--- src/rtl/daccess_arbiter_if.sv ---
// Bundle of the two requester ports and the shared data-access bus seen by daccess_arbiter.
// slave = arbiter side, master = requesters plus bus responder.
interface daccess_arbiter_if;
   logic        m0_req;
   logic [3:0]  m0_ren;
   logic [3:0]  m0_wen;
   logic [31:0] m0_addr;
   logic [31:0] m0_wdata;
   logic        m0_gnt;
   logic        m0_rvalid;
   logic [31:0] m0_rdata;
   logic        m0_wresp;
   logic        m0_err;

   logic        m1_req;
   logic [3:0]  m1_ren;
   logic [3:0]  m1_wen;
   logic [31:0] m1_addr;
   logic [31:0] m1_wdata;
   logic        m1_gnt;
   logic        m1_rvalid;
   logic [31:0] m1_rdata;
   logic        m1_wresp;
   logic        m1_err;

   logic [3:0]  daccess_ren;
   logic [3:0]  daccess_wen;
   logic [31:0] daccess_addr;
   logic [31:0] daccess_wdata;
   logic        daccess_valid;
   logic [31:0] daccess_rdata;
   logic        daccess_wresp;

   logic        busy;

   modport slave (
      input  m0_req, m0_ren, m0_wen, m0_addr, m0_wdata,
      output m0_gnt, m0_rvalid, m0_rdata, m0_wresp, m0_err,
      input  m1_req, m1_ren, m1_wen, m1_addr, m1_wdata,
      output m1_gnt, m1_rvalid, m1_rdata, m1_wresp, m1_err,
      output daccess_ren, daccess_wen, daccess_addr, daccess_wdata,
      input  daccess_valid, daccess_rdata, daccess_wresp,
      output busy
   );

   modport master (
      output m0_req, m0_ren, m0_wen, m0_addr, m0_wdata,
      input  m0_gnt, m0_rvalid, m0_rdata, m0_wresp, m0_err,
      output m1_req, m1_ren, m1_wen, m1_addr, m1_wdata,
      input  m1_gnt, m1_rvalid, m1_rdata, m1_wresp, m1_err,
      input  daccess_ren, daccess_wen, daccess_addr, daccess_wdata,
      output daccess_valid, daccess_rdata, daccess_wresp,
      input  busy
   );
endinterface

--- src/rtl/daccess_arbiter.sv ---
// Two-port round-robin arbiter for the single-outstanding data-access bus.
// Optional WAIT timeout with forced completion: define DACCESS_TIMEOUT_EN.
module daccess_arbiter #(
   parameter int unsigned TIMEOUT_CYCLES = 256
) (
   input  logic               cpu_clk,
   input  logic               cpu_rstn,
   daccess_arbiter_if.slave   io_bus
);

   localparam int unsigned   DW        = 32;
   localparam logic [DW-1:0] TMO_RDATA = 32'hDEAD_BEEF;

   if (TIMEOUT_CYCLES == 0 || TIMEOUT_CYCLES > 65535) begin : g_bad_timeout
      $error("daccess_arbiter: TIMEOUT_CYCLES out of range 1..65535");
   end

   typedef enum logic [1:0] {
      S_IDLE  = 2'd0,
      S_ISSUE = 2'd1,
      S_WAIT  = 2'd2
   } state_t;

   state_t          r_state;
   logic            r_last;
   logic            r_owner;
   logic [3:0]      r_ren;
   logic [3:0]      r_wen;
   logic [DW-1:0]   r_addr;
   logic [DW-1:0]   r_wdata;
   logic            r_gnt0;
   logic            r_gnt1;
   logic [3:0]      r_bus_ren;
   logic [3:0]      r_bus_wen;
   logic            r_busy;

   logic            w_any_req;
   logic            w_pick1;
   logic [3:0]      w_sel_ren;
   logic [3:0]      w_sel_wen;
   logic [DW-1:0]   w_sel_addr;
   logic [DW-1:0]   w_sel_wdata;
   logic [3:0]      w_dec_ren;
   logic            w_wait;
   logic            w_is_wr;
   logic            w_rd_ok;
   logic            w_wr_ok;
   logic            w_tmo;
   logic            w_done;
   logic            w_rvalid;
   logic            w_wresp;
   logic [DW-1:0]   w_rdata;

   // Arbitration: a lone requester wins; on a tie the port not served last wins.
   always_comb begin
      w_any_req   = io_bus.m0_req | io_bus.m1_req;
      w_pick1     = io_bus.m1_req & (~io_bus.m0_req | ~r_last);
      w_sel_ren   = w_pick1 ? io_bus.m1_ren   : io_bus.m0_ren;
      w_sel_wen   = w_pick1 ? io_bus.m1_wen   : io_bus.m0_wen;
      w_sel_addr  = w_pick1 ? io_bus.m1_addr  : io_bus.m0_addr;
      w_sel_wdata = w_pick1 ? io_bus.m1_wdata : io_bus.m0_wdata;
      w_dec_ren   = (|w_sel_wen) ? 4'h0 : w_sel_ren;
   end

`ifdef DACCESS_TIMEOUT_EN
   localparam logic [15:0] TMO_LAST = 16'(TIMEOUT_CYCLES - 1);
   logic [15:0] r_tmo_cnt;

   always_ff @(posedge cpu_clk or negedge cpu_rstn) begin
      if (!cpu_rstn) begin
         r_tmo_cnt <= 16'd0;
      end else if (r_state == S_ISSUE) begin
         r_tmo_cnt <= 16'd0;
      end else if (r_state == S_WAIT) begin
         r_tmo_cnt <= r_tmo_cnt + 16'd1;
      end
   end
`endif

   // Completion decode; only the response type matching the latched access counts.
   always_comb begin
      w_wait  = (r_state == S_WAIT);
      w_is_wr = |r_wen;
      w_rd_ok = w_wait & ~w_is_wr & io_bus.daccess_valid;
      w_wr_ok = w_wait &  w_is_wr & io_bus.daccess_wresp;
`ifdef DACCESS_TIMEOUT_EN
      w_tmo   = w_wait & ~(w_rd_ok | w_wr_ok) & (r_tmo_cnt == TMO_LAST);
`else
      w_tmo   = 1'b0;
`endif
      w_done   = w_rd_ok | w_wr_ok | w_tmo;
      w_rvalid = w_rd_ok | (w_tmo & ~w_is_wr);
      w_wresp  = w_wr_ok | (w_tmo &  w_is_wr);
      w_rdata  = '0;
      if (w_rd_ok) begin
         w_rdata = io_bus.daccess_rdata;
      end else if (w_tmo & ~w_is_wr) begin
         w_rdata = TMO_RDATA;
      end
   end

   always_ff @(posedge cpu_clk or negedge cpu_rstn) begin
      if (!cpu_rstn) begin
         r_state   <= S_IDLE;
         r_last    <= 1'b1;
         r_owner   <= 1'b0;
         r_ren     <= 4'h0;
         r_wen     <= 4'h0;
         r_addr    <= '0;
         r_wdata   <= '0;
         r_gnt0    <= 1'b0;
         r_gnt1    <= 1'b0;
         r_bus_ren <= 4'h0;
         r_bus_wen <= 4'h0;
         r_busy    <= 1'b0;
      end else begin
         r_gnt0    <= 1'b0;
         r_gnt1    <= 1'b0;
         r_bus_ren <= 4'h0;
         r_bus_wen <= 4'h0;
         case (r_state)
            S_IDLE: begin
               if (w_any_req) begin
                  r_owner   <= w_pick1;
                  r_last    <= w_pick1;
                  r_ren     <= w_dec_ren;
                  r_wen     <= w_sel_wen;
                  r_addr    <= w_sel_addr;
                  r_wdata   <= w_sel_wdata;
                  r_gnt0    <= ~w_pick1;
                  r_gnt1    <= w_pick1;
                  r_bus_ren <= w_dec_ren;
                  r_bus_wen <= w_sel_wen;
                  r_busy    <= 1'b1;
                  r_state   <= S_ISSUE;
               end
            end
            S_ISSUE: begin
               // A null access is granted but never gets a bus response.
               if (r_ren == 4'h0 && r_wen == 4'h0) begin
                  r_busy  <= 1'b0;
                  r_state <= S_IDLE;
               end else begin
                  r_state <= S_WAIT;
               end
            end
            S_WAIT: begin
               if (w_done) begin
                  r_busy  <= 1'b0;
                  r_state <= S_IDLE;
               end
            end
            default: begin
               r_busy  <= 1'b0;
               r_state <= S_IDLE;
            end
         endcase
      end
   end

   assign io_bus.m0_gnt    = r_gnt0;
   assign io_bus.m0_rvalid = w_rvalid & ~r_owner;
   assign io_bus.m0_rdata  = r_owner ? '0 : w_rdata;
   assign io_bus.m0_wresp  = w_wresp & ~r_owner;
   assign io_bus.m0_err    = w_tmo & ~r_owner;

   assign io_bus.m1_gnt    = r_gnt1;
   assign io_bus.m1_rvalid = w_rvalid & r_owner;
   assign io_bus.m1_rdata  = r_owner ? w_rdata : '0;
   assign io_bus.m1_wresp  = w_wresp & r_owner;
   assign io_bus.m1_err    = w_tmo & r_owner;

   assign io_bus.daccess_ren   = r_bus_ren;
   assign io_bus.daccess_wen   = r_bus_wen;
   assign io_bus.daccess_addr  = r_addr;
   assign io_bus.daccess_wdata = r_wdata;
   assign io_bus.busy          = r_busy;

endmodule

--- src/flat_wrapper.sv ---
// flat-port wrapper written by rule: the top's interface ports become plain ports
module daccess_arbiter_flat 
#(
   parameter int unsigned TIMEOUT_CYCLES = 256
)
  (cpu_clk, cpu_rstn, io_bus_m0_req, io_bus_m0_ren, io_bus_m0_wen, io_bus_m0_addr, io_bus_m0_wdata, io_bus_m0_gnt, io_bus_m0_rvalid, io_bus_m0_rdata, io_bus_m0_wresp, io_bus_m0_err, io_bus_m1_req, io_bus_m1_ren, io_bus_m1_wen, io_bus_m1_addr, io_bus_m1_wdata, io_bus_m1_gnt, io_bus_m1_rvalid, io_bus_m1_rdata, io_bus_m1_wresp, io_bus_m1_err, io_bus_daccess_ren, io_bus_daccess_wen, io_bus_daccess_addr, io_bus_daccess_wdata, io_bus_daccess_valid, io_bus_daccess_rdata, io_bus_daccess_wresp, io_bus_busy);
  daccess_arbiter_if io_bus_i ();
  input  logic cpu_clk;
  input  logic cpu_rstn;
  input wire logic [$bits(io_bus_i.m0_req)-1:0] io_bus_m0_req;
  input wire logic [$bits(io_bus_i.m0_ren)-1:0] io_bus_m0_ren;
  input wire logic [$bits(io_bus_i.m0_wen)-1:0] io_bus_m0_wen;
  input wire logic [$bits(io_bus_i.m0_addr)-1:0] io_bus_m0_addr;
  input wire logic [$bits(io_bus_i.m0_wdata)-1:0] io_bus_m0_wdata;
  output wire logic [$bits(io_bus_i.m0_gnt)-1:0] io_bus_m0_gnt;
  output wire logic [$bits(io_bus_i.m0_rvalid)-1:0] io_bus_m0_rvalid;
  output wire logic [$bits(io_bus_i.m0_rdata)-1:0] io_bus_m0_rdata;
  output wire logic [$bits(io_bus_i.m0_wresp)-1:0] io_bus_m0_wresp;
  output wire logic [$bits(io_bus_i.m0_err)-1:0] io_bus_m0_err;
  input wire logic [$bits(io_bus_i.m1_req)-1:0] io_bus_m1_req;
  input wire logic [$bits(io_bus_i.m1_ren)-1:0] io_bus_m1_ren;
  input wire logic [$bits(io_bus_i.m1_wen)-1:0] io_bus_m1_wen;
  input wire logic [$bits(io_bus_i.m1_addr)-1:0] io_bus_m1_addr;
  input wire logic [$bits(io_bus_i.m1_wdata)-1:0] io_bus_m1_wdata;
  output wire logic [$bits(io_bus_i.m1_gnt)-1:0] io_bus_m1_gnt;
  output wire logic [$bits(io_bus_i.m1_rvalid)-1:0] io_bus_m1_rvalid;
  output wire logic [$bits(io_bus_i.m1_rdata)-1:0] io_bus_m1_rdata;
  output wire logic [$bits(io_bus_i.m1_wresp)-1:0] io_bus_m1_wresp;
  output wire logic [$bits(io_bus_i.m1_err)-1:0] io_bus_m1_err;
  output wire logic [$bits(io_bus_i.daccess_ren)-1:0] io_bus_daccess_ren;
  output wire logic [$bits(io_bus_i.daccess_wen)-1:0] io_bus_daccess_wen;
  output wire logic [$bits(io_bus_i.daccess_addr)-1:0] io_bus_daccess_addr;
  output wire logic [$bits(io_bus_i.daccess_wdata)-1:0] io_bus_daccess_wdata;
  input wire logic [$bits(io_bus_i.daccess_valid)-1:0] io_bus_daccess_valid;
  input wire logic [$bits(io_bus_i.daccess_rdata)-1:0] io_bus_daccess_rdata;
  input wire logic [$bits(io_bus_i.daccess_wresp)-1:0] io_bus_daccess_wresp;
  output wire logic [$bits(io_bus_i.busy)-1:0] io_bus_busy;
  assign io_bus_i.m0_req = io_bus_m0_req;
  assign io_bus_i.m0_ren = io_bus_m0_ren;
  assign io_bus_i.m0_wen = io_bus_m0_wen;
  assign io_bus_i.m0_addr = io_bus_m0_addr;
  assign io_bus_i.m0_wdata = io_bus_m0_wdata;
  assign io_bus_m0_gnt = io_bus_i.m0_gnt;
  assign io_bus_m0_rvalid = io_bus_i.m0_rvalid;
  assign io_bus_m0_rdata = io_bus_i.m0_rdata;
  assign io_bus_m0_wresp = io_bus_i.m0_wresp;
  assign io_bus_m0_err = io_bus_i.m0_err;
  assign io_bus_i.m1_req = io_bus_m1_req;
  assign io_bus_i.m1_ren = io_bus_m1_ren;
  assign io_bus_i.m1_wen = io_bus_m1_wen;
  assign io_bus_i.m1_addr = io_bus_m1_addr;
  assign io_bus_i.m1_wdata = io_bus_m1_wdata;
  assign io_bus_m1_gnt = io_bus_i.m1_gnt;
  assign io_bus_m1_rvalid = io_bus_i.m1_rvalid;
  assign io_bus_m1_rdata = io_bus_i.m1_rdata;
  assign io_bus_m1_wresp = io_bus_i.m1_wresp;
  assign io_bus_m1_err = io_bus_i.m1_err;
  assign io_bus_daccess_ren = io_bus_i.daccess_ren;
  assign io_bus_daccess_wen = io_bus_i.daccess_wen;
  assign io_bus_daccess_addr = io_bus_i.daccess_addr;
  assign io_bus_daccess_wdata = io_bus_i.daccess_wdata;
  assign io_bus_i.daccess_valid = io_bus_daccess_valid;
  assign io_bus_i.daccess_rdata = io_bus_daccess_rdata;
  assign io_bus_i.daccess_wresp = io_bus_daccess_wresp;
  assign io_bus_busy = io_bus_i.busy;
  daccess_arbiter #(.TIMEOUT_CYCLES(TIMEOUT_CYCLES)) u_core (.cpu_clk(cpu_clk), .cpu_rstn(cpu_rstn), .io_bus(io_bus_i));
endmodule
--- config.mk ---
export PLATFORM = sky130hd
export DESIGN_NAME = daccess_arbiter_flat
export DESIGN_NICKNAME = d
export VERILOG_FILES = /design/src/rtl/daccess_arbiter_if.sv /design/src/rtl/daccess_arbiter.sv /design/src/flat_wrapper.sv
export SDC_FILE = /design/constraint.sdc
export NUM_CORES = 1
export LEC_CHECK = 0
export BUFFER_PORTS_ARGS = -buffer_cell sky130_fd_sc_hd__buf_2
export CAP_MARGIN = 10
export CORE_AREA = 8 8 121 123
export CTS_BUF_LIST = sky130_fd_sc_hd__clkbuf_4 sky130_fd_sc_hd__clkbuf_8
export CTS_CLUSTER_SIZE = 16
export DETAILED_ROUTE_END_ITERATION = 16
export DIE_AREA = 0 0 129 131
export PLACE_DENSITY = 0.7
export SLEW_MARGIN = 20
export SYNTH_ARGS = -nofsm -noshare
export SYNTH_HDL_FRONTEND = slang
export SYNTH_SLANG_ARGS = --single-unit
--- constraint.sdc ---
create_clock -name cpu_clk -period 5.9 [get_ports cpu_clk]
set_clock_uncertainty 0.2 [all_clocks]
set_input_delay 1.18 -clock cpu_clk [delete_from_list [all_inputs] [get_ports cpu_clk]]
set_output_delay 1.18 -clock cpu_clk [all_outputs]
set_load 0.1 [all_outputs]
Word-level counts from Yosys, hierarchy flattened
Cells that the tools add are included.
- equal/unequal tests: 5
- mux-type cells: 24
- bitwise logic cells: 17
- reduce and logical (&&, ||, !) cells: 9
- operator list (kind ; number):
    $mux W32 ; 5
    $mux W4 ; 7
    $and A1 B1 Y1 ; 9
    $logic_not A4 Y1 ; 2
    $reduce_or A4 Y1 ; 2
    $mux W1 ; 7
    $mux W2 ; 3
    $pmux W2 S3 ; 1
    $not A1 Y1 ; 5
    $ne A2 B1 Y1 const B ; 2
    $reduce_and A2 Y1 ; 2
    $or A1 B1 Y1 ; 3
    $pmux W1 S3 ; 1
    $reduce_and A3 Y1 ; 1
    $eq A2 B1 Y1 const B ; 1
    $eq A2 B2 Y1 const B ; 1
    $logic_not A2 Y1 ; 1
    $ne A2 B2 Y1 const B ; 1
    $logic_and A1 B1 Y1 ; 1
- flip-flop bits (word level): 87
- input port bits: 182
- output and inout port bits: 145
- logic and storage cells: 67

Logic depth before layout (Yosys ltp)
Gate-level depths: netlist of run 1.
- depth in word-level cells: 8
- depth in mapped cells: 5
- depth with buffers taken out: 3

Worst setup path after synthesis of run 1
No wires, ideal clock.
- kind: input port to output port
- start: in io_bus_daccess_wresp
- end: out io_bus_m0_wresp
- arrival time: 3.521 ns
- required time: 4.520 ns
- setup slack: 0.999 ns
- cell stages on the path: 2
- path buffers: 0
- cells stage by stage: o41ai_1 > nor3b_1
- word-level cells in the longest chain between the ends: 2
- ends and longest elaborated chain (item ; RTL line ; text):
    start, declared ; flat_wrapper.sv:36 ; input wire logic [$bits(io_bus_i.daccess_wresp)-1:0] io_bus_daccess_wresp;
    $and A1 B1 Y1 ; daccess_arbiter.sv:85 ; w_wr_ok = w_wait & w_is_wr & io_bus.daccess_wresp;
    $and A1 B1 Y1 ; daccess_arbiter.sv:164 ; assign io_bus.m0_wresp = w_wresp & ~r_owner;
    end, declared ; flat_wrapper.sv:18 ; output wire logic [$bits(io_bus_i.m0_wresp)-1:0] io_bus_m0_wresp;
Every way passes these cells.

Worst setup path in the final report of run 1
- start: in io_bus_daccess_valid
- end: out io_bus_m0_rdata[11]
- word-level cells in the longest chain between the ends: 3
- ends and longest elaborated chain (item ; RTL line ; text):
    start, declared ; flat_wrapper.sv:34 ; input wire logic [$bits(io_bus_i.daccess_valid)-1:0] io_bus_daccess_valid;
    $and A1 B1 Y1 ; daccess_arbiter.sv:84 ; w_rd_ok = w_wait & ~w_is_wr & io_bus.daccess_valid;
    $mux W32 ; daccess_arbiter.sv:95 ; if (w_rd_ok) begin
    $mux W32 ; daccess_arbiter.sv:163 ; assign io_bus.m0_rdata = r_owner ? '0 : w_rdata;
    end, declared ; flat_wrapper.sv:17 ; output wire logic [$bits(io_bus_i.m0_rdata)-1:0] io_bus_m0_rdata;
Every way passes these cells.

==> results of run 1 <==
==> registers in the layout, summed over array words and instances (netlist names) <==
signal and flops:
u_core.io_bus.daccess_wdata 32, u_core.io_bus.m1_gnt 1, u_core.io_bus.daccess_addr 32, u_core.r_last 1
u_core.r_state 2, u_core.r_ren 4, u_core.r_wen 4, u_core.io_bus.m0_gnt 1
u_core.io_bus.daccess_wen 4, u_core.io_bus.daccess_ren 4, u_core.io_bus.busy 1, u_core.r_owner 1
==> cells in the mapped netlist <==
cell type and count:
o41ai_1 1, a311o_1 1, conb_1 1, nor3_2 1, a21oi_1 1, a22oi_1 1
buf_1 1, a31o_2 1, inv_1 3, buf_2 11, nor3_1 5, a21o_1 2
buf_4 2, mux2i_1 54, or2_1 1, nand3b_1 1, o211ai_1 2, nand2b_1 1
dfstp_2 1, o2111ai_1 1, nor3b_1 1, a221o_1 19, clkbuf_1 24, o21a_1 19
nor4b_4 1, o31ai_1 4, or2_2 1, buf_6 3, dfrtp_1 86, nor2_1 6
nor4_1 4, or4_4 1, nor2b_1 2, and2_1 64, a21boi_1 1, o21ai_0 102
==> cell type report <==
type,instances,area [µm²],area share [%]
repair buffers,331,1680,26.2
multi-input cells,300,2110,32.9
clock inverters,3,42.5,0.664
well taps,176,220,3.44
diodes,1,2.50,0.0391
clock buffers,13,160,2.50
flip-flops and latches,87,2180,34.0
inverters,3,11.3,0.176
==> power groups by stage <==
stage | combinational (mW) | sequential, mW | clock, mW
2_1_floorplan | 0.676 | 2.69 | 0
3_3_place_gp | 2.87 | 1.01 | 0
3_5_place_dp | 2.91 | 1.02 | 0
4_1_cts | 2.91 | 1.01 | 0.437
5_1_grt | 3.00 | 1.04 | 0.462
6_report | 2.88 | 1.01 | 0.425
==> per-layer routing <==
metal	wire, µm	GRT usage [%]	vias to the layer above
met4	554	9.12	0
met5	0	0	-
met2	8900	35.3	219
li1	-	-	2148
met1	6430	20.5	2171
met3	1410	5.32	28
==> worst paths after layout <==
kind,endpoint,cells after the start,from
hold reg to reg,u_core.io_bus.daccess_addr[29],2,u_core.io_bus.daccess_addr[29]
hold / removal,u_core.io_bus.daccess_addr[29],2,u_core.io_bus.daccess_addr[29]
setup / recovery,io_bus_m0_rdata[11],6,io_bus_daccess_valid
setup reg to reg,u_core.r_ren[1],4,u_core.r_last
max in group asynchronous,u_core.io_bus.daccess_wdata[29],2,cpu_rstn
min in group asynchronous,u_core.io_bus.daccess_addr[5],1,cpu_rstn
==> critical path, cell delays in order <==
cell and delay (ns):
buf_2 0.09, inv_1 0.10, nor4b_4 0.60, buf_6 0.24, and2_1 0.14, buf_2 0.43
==> cell families (layout without fill, tap and decap cells) <==
kind of cell / count (synthesis) / in the layout / synth area share, %
compound gates: 155 / 155 / 21.5
simple gates: 89 / 89 / 12.7
flops: 87 / 87 / 48.9
mux: 54 / 54 / 12.1
buf+inv: 44 / 350 / 4.69
other cells: 1 / 3 / 0.0842
==> through the flow <==
stage                     instances  hold WS, ns  worst slack [ns]  total power, mW
final                           914        0.309              1.73             4.32
after detailed placement        896        0.293              1.50             3.92
after floorplan                 431        0.278             0.999             3.36
after global placement          896        0.288              1.60             3.88
after CTS                       912        0.312              1.50             4.35
after global routing            913        0.346              1.58             4.51
==> summary.txt, run 1 <==
Cells and area
  • FILL cells: 1,220
  • Most common cell after layout, fill and taps aside: buf_2
  • Share of cells above drive strength 1: 48.6%
  • Area Overhead vs Synth: 43.8%
  • Fin nets: 914
  • Final Cell Area: 6400 µm²
  • Commonest non-fill, non-tap cells in the layout: buf_2, o21ai_0, dfrtp_1, and2_1, mux2i_1
  • Finished Core Util: 49.7%

Drt
  • Vias per cell: 5.00
  • Detail-routed net length per standard cell: 18.9 µm
  • Remaining DRCs: 0
  • Antenna Nets Post-Route: 0
  • TritonRoute pass-1 iters: 4
  • Via Count: 4,566
  • Total length of routed wires: 17,300 µm
  • Initial drt markers: 155

Power and ir drop
  • Power Dens Cells: 674 nW/µm²
  • Register share of total power: 23.4%
  • Leak pwr: 3.45 nW
  • Worst VDD drop: 369 µV
  • Logic pwr share: 66.8%
  • Clock Power Share: 9.8%
  • Switching Power: 2.74 mW
  • Internal power: 1.58 mW
  • Net switching fraction of the power: 63.5%

Yosys
  • Sequential share of the synthesized area: 48.9%
  • Yosys top cell area share: 48.3%
  • Synth area leader: dfrtp_1
  • Yosys cell types: 36
  • Yosys Warn Count: 0
  • Mapped Area: 4460 µm²
  • Syn_area_per_cell: 10.4 µm²
  • Yosys reg bits: 87
  • Largest cells by area after synthesis: dfrtp_1, mux2i_1, o21ai_0
  • Synth Instances: 430

Worst setup path
  • Crit. End Element: primary output
  • Startpoint class of the critical path: input pin
  • Maximum fanout along the worst path: 18
  • Worst EP arrival: 2.79 ns
  • CP Data Required Time: 4.52 ns
  • Kind of critical path: in -> out
  • FF-to-FF setup slack: 3.26 ns

CTS
  • Number of H-tree levels: 3
  • CTS Buffer Depth: 2
  • CTS resizes: 0
  • Clock sinks: 87
  • Num CTS Buffers: 9
  • Root Driver: clkbuf_8
  • Postcts setup bufs: 0
  • Hold buffers post-CTS: 0
  • Clk pin slew, worst setup/hold paths: 0.08 ns
  • CTS tree: yes
  • Clock latency on the worst-skew pair: 0.35 ns

Global route
  • Largest net degree at the start of global routing: 74
  • Vias in the first global route: 4,792
  • Global-route usage over all layers: 19.4%
  • Initial antenna violation count: 1
  • First-pass GRT wire length: 25,400 µm
  • GRT overflow: 0

Timing
  • Crit path time final: 4.17 ns
  • Final Cycle Share: 70.6%
  • Max frequency: 240 MHz
  • Final hold vios: 0
  • Finish-stage setup viols: 0
  • Max Transition Viols Final: 0
  • Aggregate negative setup slack: 0 ns
  • RSZ-0062 raised after global routing: no
  • Worst-margin pin slew: 0.827 ns
  • Rel. slew slack: 44.9%

Die
  • Die width: 129 µm
  • Placeable Area: 12,900 µm²
  • Std-Cell Rows: 42
  • Top Ports: 327
  • Initial core utilization: 34.6%
  • Die Y: 131 µm
  • Die area: 16,900 µm²

Place
  • Detail Placement HPWL: 13,700 µm
  • Routability cong.: 0.943
  • IO Port Bufs: 324
  • Area after DPL: 6180 µm²

Job
  • Max Cap Viol: 0

Min path
  • HP Class: reg -> reg

Status
  • Status: finished, final reports clean
Note: power is estimated with default switching activity, not from simulation.
==> inputs of run 2 (changes only) <==
Settings changed: CORE_AREA 8 8 121 123 to 8 8 122 124, DIE_AREA 0 0 129 131 to 0 0 130 132, PLACE_DENSITY 0.7 to 0.69.
Clock period 5.9 ns to 3.88 ns, I/O delays scaled along.
==> run 2 against run 1 <==
Against the previous run:
- clock-buffer cell count shrank 3
- first-iteration DRC count is 46% higher
- total power up 52%
==> summary.txt, run 2 (synthesis results as in run 1) <==
CTS
  • Postcts setup bufs: 0
  • Num CTS Buffers: 9
  • Root Driver: clkbuf_8
  • Clock latency on the worst-skew pair: 0.36 ns
  • Number of H-tree levels: 3
  • CTS resizes: 0
  • CTS Buffer Depth: 2
  • CTS tree: yes
  • Clock sinks: 87
  • Hold buffers post-CTS: 0
  • Clk pin slew, worst setup/hold paths: 0.09 ns

Worst setup path
  • CP max-delay cell: or4_4
  • Buffers & Inverters on Critical Path: 2
  • Startpoint class of the critical path: flip-flop
  • Kind of critical path: reg -> out
  • Worst-path cell chain: or4_4, nor3_2, buf_4, and2_1, buf_12
  • CP peak stage delay: 0.59 ns
  • R2R cell count: 5
  • Critical path depth: 5
  • Maximum fanout along the worst path: 21
  • CP Data Required Time: 2.90 ns
  • Worst EP arrival: 2.62 ns
  • Crit. End Element: primary output
  • Worst path top cell family by delay: simple AND/OR/NAND/NOR gates

Timing
  • Aggregate negative setup slack: 0 ns
  • Max frequency: 278 MHz
  • Max Transition Viols Final: 0
  • Worst-margin pin slew: 0.796 ns
  • Crit path time final: 3.59 ns
  • Finish-stage setup viols: 0
  • PnR worst setup slack: 0.289 ns
  • Rel. slew slack: 46.8%
  • Final Cycle Share: 92.6%
  • RSZ-0062 raised after global routing: no
  • Final hold vios: 0

Global route
  • Global-route usage over all layers: 19.6%
  • Vias in the first global route: 5,036
  • Gr busiest metal: met2
  • Initial antenna violation count: 1
  • GRT overflow: 0
  • Largest net degree at the start of global routing: 88
  • First-pass GRT wire length: 26,500 µm
  • GRT met3 Usage: 5.02%
  • Met2 Use GR: 36.4%
  • Met1 GRT Util: 20.6%

Drt
  • Via Count: 4,576
  • Vias per cell: 5.01
  • Total length of routed wires: 17,500 µm
  • Detail-routed net length per standard cell: 19.1 µm
  • Remaining DRCs: 0
  • Antenna Nets Post-Route: 0
  • TritonRoute pass-1 iters: 4
  • Initial drt markers: 226

Min path
  • HP Class: in -> async

Die
  • Placeable Area: 13,000 µm²
  • Die Y: 132 µm
  • Die area: 17,200 µm²
  • Std-Cell Rows: 42
  • Top Ports: 327
  • Initial core utilization: 34.3%
  • Die width: 130 µm

Power and ir drop
  • Leak pwr: 3.53 nW
  • Internal power: 2.34 mW
  • Register share of total power: 23.4%
  • Logic pwr share: 67.6%
  • Power Dens Cells: 952 nW/µm²
  • Switching Power: 4.21 mW
  • Worst VDD drop: 507 µV
  • Clock Power Share: 9.1%
  • Net switching fraction of the power: 64.3%

Cells and area
  • Area Overhead vs Synth: 54.3%
  • Most common cell after layout, fill and taps aside: buf_2
  • # diodes: 0
  • Commonest non-fill, non-tap cells in the layout: buf_2, o21ai_0, dfrtp_1, and2_1, mux2i_1
  • Fin nets: 915
  • Finished Core Util: 53.0%
  • Final Cell Area: 6880 µm²
  • Share of cells above drive strength 1: 48.8%
  • Non-filler cells, final: 914

Place
  • Placement Setup Slack: 0.690 ns
  • IO Port Bufs: 324
  • Detail Placement HPWL: 13,900 µm
  • Area after DPL: 6680 µm²
  • Routability cong.: 0.876
  • Dpl cells: 898

Status
  • Status: finished, final reports clean

Job
  • Max Cap Viol: 0
run 2: changes by cell type in the layout (fill, tap and decap cells not counted):
cell / change
nor3b_2: +1
bufinv_16: -1
buf_12: +32
buf_4: +1
nor3b_1: -1
buf_2: -32
clkinv_4: +3
diode_2: -1
clkbuf_4: -3
clkinvlp_4: +1
run 2: path summary, 6_finish.rpt:
| kind | from | end | slack, ns |
|---|---|---|---|
| setup / recovery | u_core.r_wen[1] | io_bus_m1_rdata[21] | 0.29 |
| hold / removal | cpu_rstn | u_core.io_bus.daccess_wdata[24] | 0.27 |
| setup reg to reg | u_core.r_last | u_core.io_bus.daccess_wdata[7] | 1.73 |
| hold reg to reg | u_core.io_bus.daccess_wdata[31] | u_core.io_bus.daccess_wdata[31] | 0.31 |
| max in group asynchronous | cpu_rstn | u_core.io_bus.daccess_ren[2] | 2.69 |
| min in group cpu_clk | u_core.io_bus.daccess_wdata[31] | u_core.io_bus.daccess_wdata[31] | 0.31 |
run 2: routing by layer:
layer,routed length (µm),part of all wire (%),vias to the layer above
li1,-,-,2150
met1,6480,37,2196
met2,9200,53,206
met3,1450,8.3,24
met4,342,2.0,0
met5,0,0,-
run 2: stage by stage:
stage / hold WS, ns / power [mW]
6_report: 0.269 / 6.55
5_1_grt: 0.316 / 6.84
4_1_cts: 0.313 / 6.59
3_5_place_dp: 0.293 / 5.99
3_3_place_gp: 0.285 / 5.91
2_1_floorplan: 0.278 / 5.12
run 2: final cells by class:
class                      count  area, µm²
fill                        1207       6100
clock inverter                 6       46.3
multi-input combinational    300       2110
sequential                    87       2180
timing repair buffer         332       2170
tap                          176        220
inverter                       3       11.3
clock buffer                  10        138
run 2: worst register-to-register path, stage by stage (launching register included):
cell,delay [ns]
dfstp_2,0.39
a21boi_4,0.33
buf_4,0.45
buf_4,0.32
mux2i_1,0.21
o21ai_0,0.10
run 2: power groups by stage:
stage / sequential, mW / clock [mW] / combinational (mW)
6_report: 1.53 / 0.593 / 4.42
5_1_grt: 1.58 / 0.650 / 4.61
4_1_cts: 1.53 / 0.614 / 4.45
3_5_place_dp: 1.55 / 0 / 4.45
3_3_place_gp: 1.52 / 0 / 4.39
2_1_floorplan: 4.09 / 0 / 1.03
==> inputs of run 3 (changes only) <==
Settings changed: PLACE_DENSITY 0.69 to not set, PLACE_DENSITY_LB_ADDON set to 0.2.
==> run 3 against run 2 <==
Against the previous run:
- global-route usage decreased by 0.28 points
- die area unchanged
- combinational power about the same
- highest routed layer unchanged
==> summary.txt, run 3 (synthesis results as in run 1) <==
Place
  • Detail Placement HPWL: 13,800 µm
  • Routability cong.: 1.01
  • IO Port Bufs: 324

Timing
  • Max frequency: 293 MHz
  • RSZ-0062 raised after global routing: no
  • Crit path time final: 3.42 ns
  • Max Transition Viols Final: 0
  • Final Cycle Share: 88.1%
  • Worst-margin pin slew: 0.890 ns
  • Finish-stage setup viols: 0
  • Smallest hold slack: 0.309 ns
  • Aggregate negative setup slack: 0 ns
  • Final hold vios: 0
  • Rel. slew slack: 40.7%

Global route
  • First-pass GRT wire length: 26,300 µm
  • GRT overflow: 0
  • Initial antenna violation count: 1
  • Largest net degree at the start of global routing: 75
  • Global-route usage over all layers: 19.3%
  • Vias in the first global route: 4,984

Die
  • Std-Cell Rows: 42
  • Initial core utilization: 34.3%
  • Die area: 17,200 µm²
  • Top Ports: 327
  • Die Y: 132 µm
  • Die width: 130 µm
  • Placeable Area: 13,000 µm²

Cells and area
  • Finished Core Util: 53.2%
  • FILL cells: 1,217
  • Area Overhead vs Synth: 55.0%
  • Commonest non-fill, non-tap cells in the layout: buf_2, o21ai_0, dfrtp_1, and2_1, mux2i_1
  • Area of the multi-input gates: 2100 µm²
  • Register area: 2180 µm²
  • Most common cell after layout, fill and taps aside: buf_2
  • Fin nets: 919
  • Share of cells above drive strength 1: 49.1%

CTS
  • Root Driver: clkbuf_8
  • CTS resizes: 0
  • Postcts setup bufs: 0
  • CTS Buffer Depth: 2
  • CTS tree: yes
  • Number of H-tree levels: 3
  • Clock sinks: 87
  • Hold buffers post-CTS: 0
  • Num CTS Buffers: 9
  • Clock latency on the worst-skew pair: 0.35 ns
  • Clk pin slew, worst setup/hold paths: 0.08 ns

Worst setup path
  • Maximum fanout along the worst path: 33
  • CP Data Required Time: 2.90 ns
  • Crit. End Element: primary output
  • Startpoint class of the critical path: flip-flop
  • FF-to-FF setup slack: 1.67 ns
  • R2R cell count: 5
  • Worst EP arrival: 2.44 ns
  • RR Startpoint: u_core.r_state[1]
  • Kind of critical path: reg -> out
  • FF-to-FF End: u_core.io_bus.daccess_addr[14]

Min path
  • HP Class: reg -> reg
  • Hold EP: u_core.io_bus.daccess_addr[20]
  • Min-delay src: u_core.io_bus.daccess_addr[20]
  • Worst hold stages: 2

Drt
  • Vias per cell: 4.96
  • Detail-routed net length per standard cell: 18.6 µm
  • Via Count: 4,560
  • Total length of routed wires: 17,100 µm
  • Remaining DRCs: 0
  • Antenna Nets Post-Route: 0
  • TritonRoute pass-1 iters: 4
  • Initial drt markers: 175

Power and ir drop
  • Power Dens Cells: 950 nW/µm²
  • Leak pwr: 3.54 nW
  • Worst VDD drop: 636 µV

Status
  • Status: finished, final reports clean

Job
  • Max Cap Viol: 0
==> run 3: worst max-delay path, cell delays in order, from the launching register on <==
cell and delay, ns:
dfrtp_1 0.41, or4_4 0.59, nor4b_4 0.22, buf_4 0.29, and2_1 0.16, buf_2 0.42
==> run 3: per-layer routing <==
| metal | track usage, % | routed length [µm] | up-vias |
|---|---|---|---|
| met2 | 35.6 | 8900 | 237 |
| li1 | - | - | 2158 |
| met5 | 0 | 0 | - |
| met1 | 19.8 | 6100 | 2138 |
| met4 | 7.04 | 447 | 0 |
| met3 | 5.99 | 1670 | 27 |
==> run 3: cell type report <==
| class | instances | area share [%] |
|---|---|---|
| inverters | 3 | 0.163 |
| well taps | 176 | 3.19 |
| flip-flops and latches | 87 | 31.5 |
| repair buffers | 336 | 32.0 |
| multi-input cells | 300 | 30.5 |
| clock inverters | 6 | 0.652 |
| clock buffers | 10 | 1.99 |
| diodes | 1 | 0.0362 |
==> run 3: worst max-delay path by stage <==
stage               slack [ns]                  end                 start
floorplan                 0.35  io_bus_m1_rdata[22]       u_core.r_wen[1]
global placement          0.88  io_bus_m0_rdata[31]  io_bus_daccess_valid
detailed placement        0.82  io_bus_m0_rdata[31]  io_bus_daccess_valid
CTS                       0.42  io_bus_m0_rdata[31]       u_core.r_wen[1]
global route              0.33  io_bus_m0_rdata[17]       u_core.r_wen[1]
finish                    0.46  io_bus_m0_rdata[17]       u_core.r_wen[1]
==> run 3: report_power, final <==
group	switching [mW]	internal, mW	leakage [nW]	total (mW)
sequential	0.218	1.31	1.08	1.53
clock	0.337	0.252	0.0849	0.589
combinational	3.65	0.783	2.37	4.44
total	4.21	2.35	3.54	6.56
==> run 3: metrics by stage <==
step / power, mW / cell area, µm² / cells / worst slack (ns)
6_report: 6.56 / 6910 / 919 / 0.461
5_1_grt: 6.86 / 6910 / 919 / 0.327
4_1_cts: 6.61 / 6900 / 918 / 0.421
3_5_place_dp: 6.02 / 6720 / 902 / 0.820
3_3_place_gp: 5.96 / 6720 / 902 / 0.877
2_1_floorplan: 5.12 / 4460 / 431 / 0.355
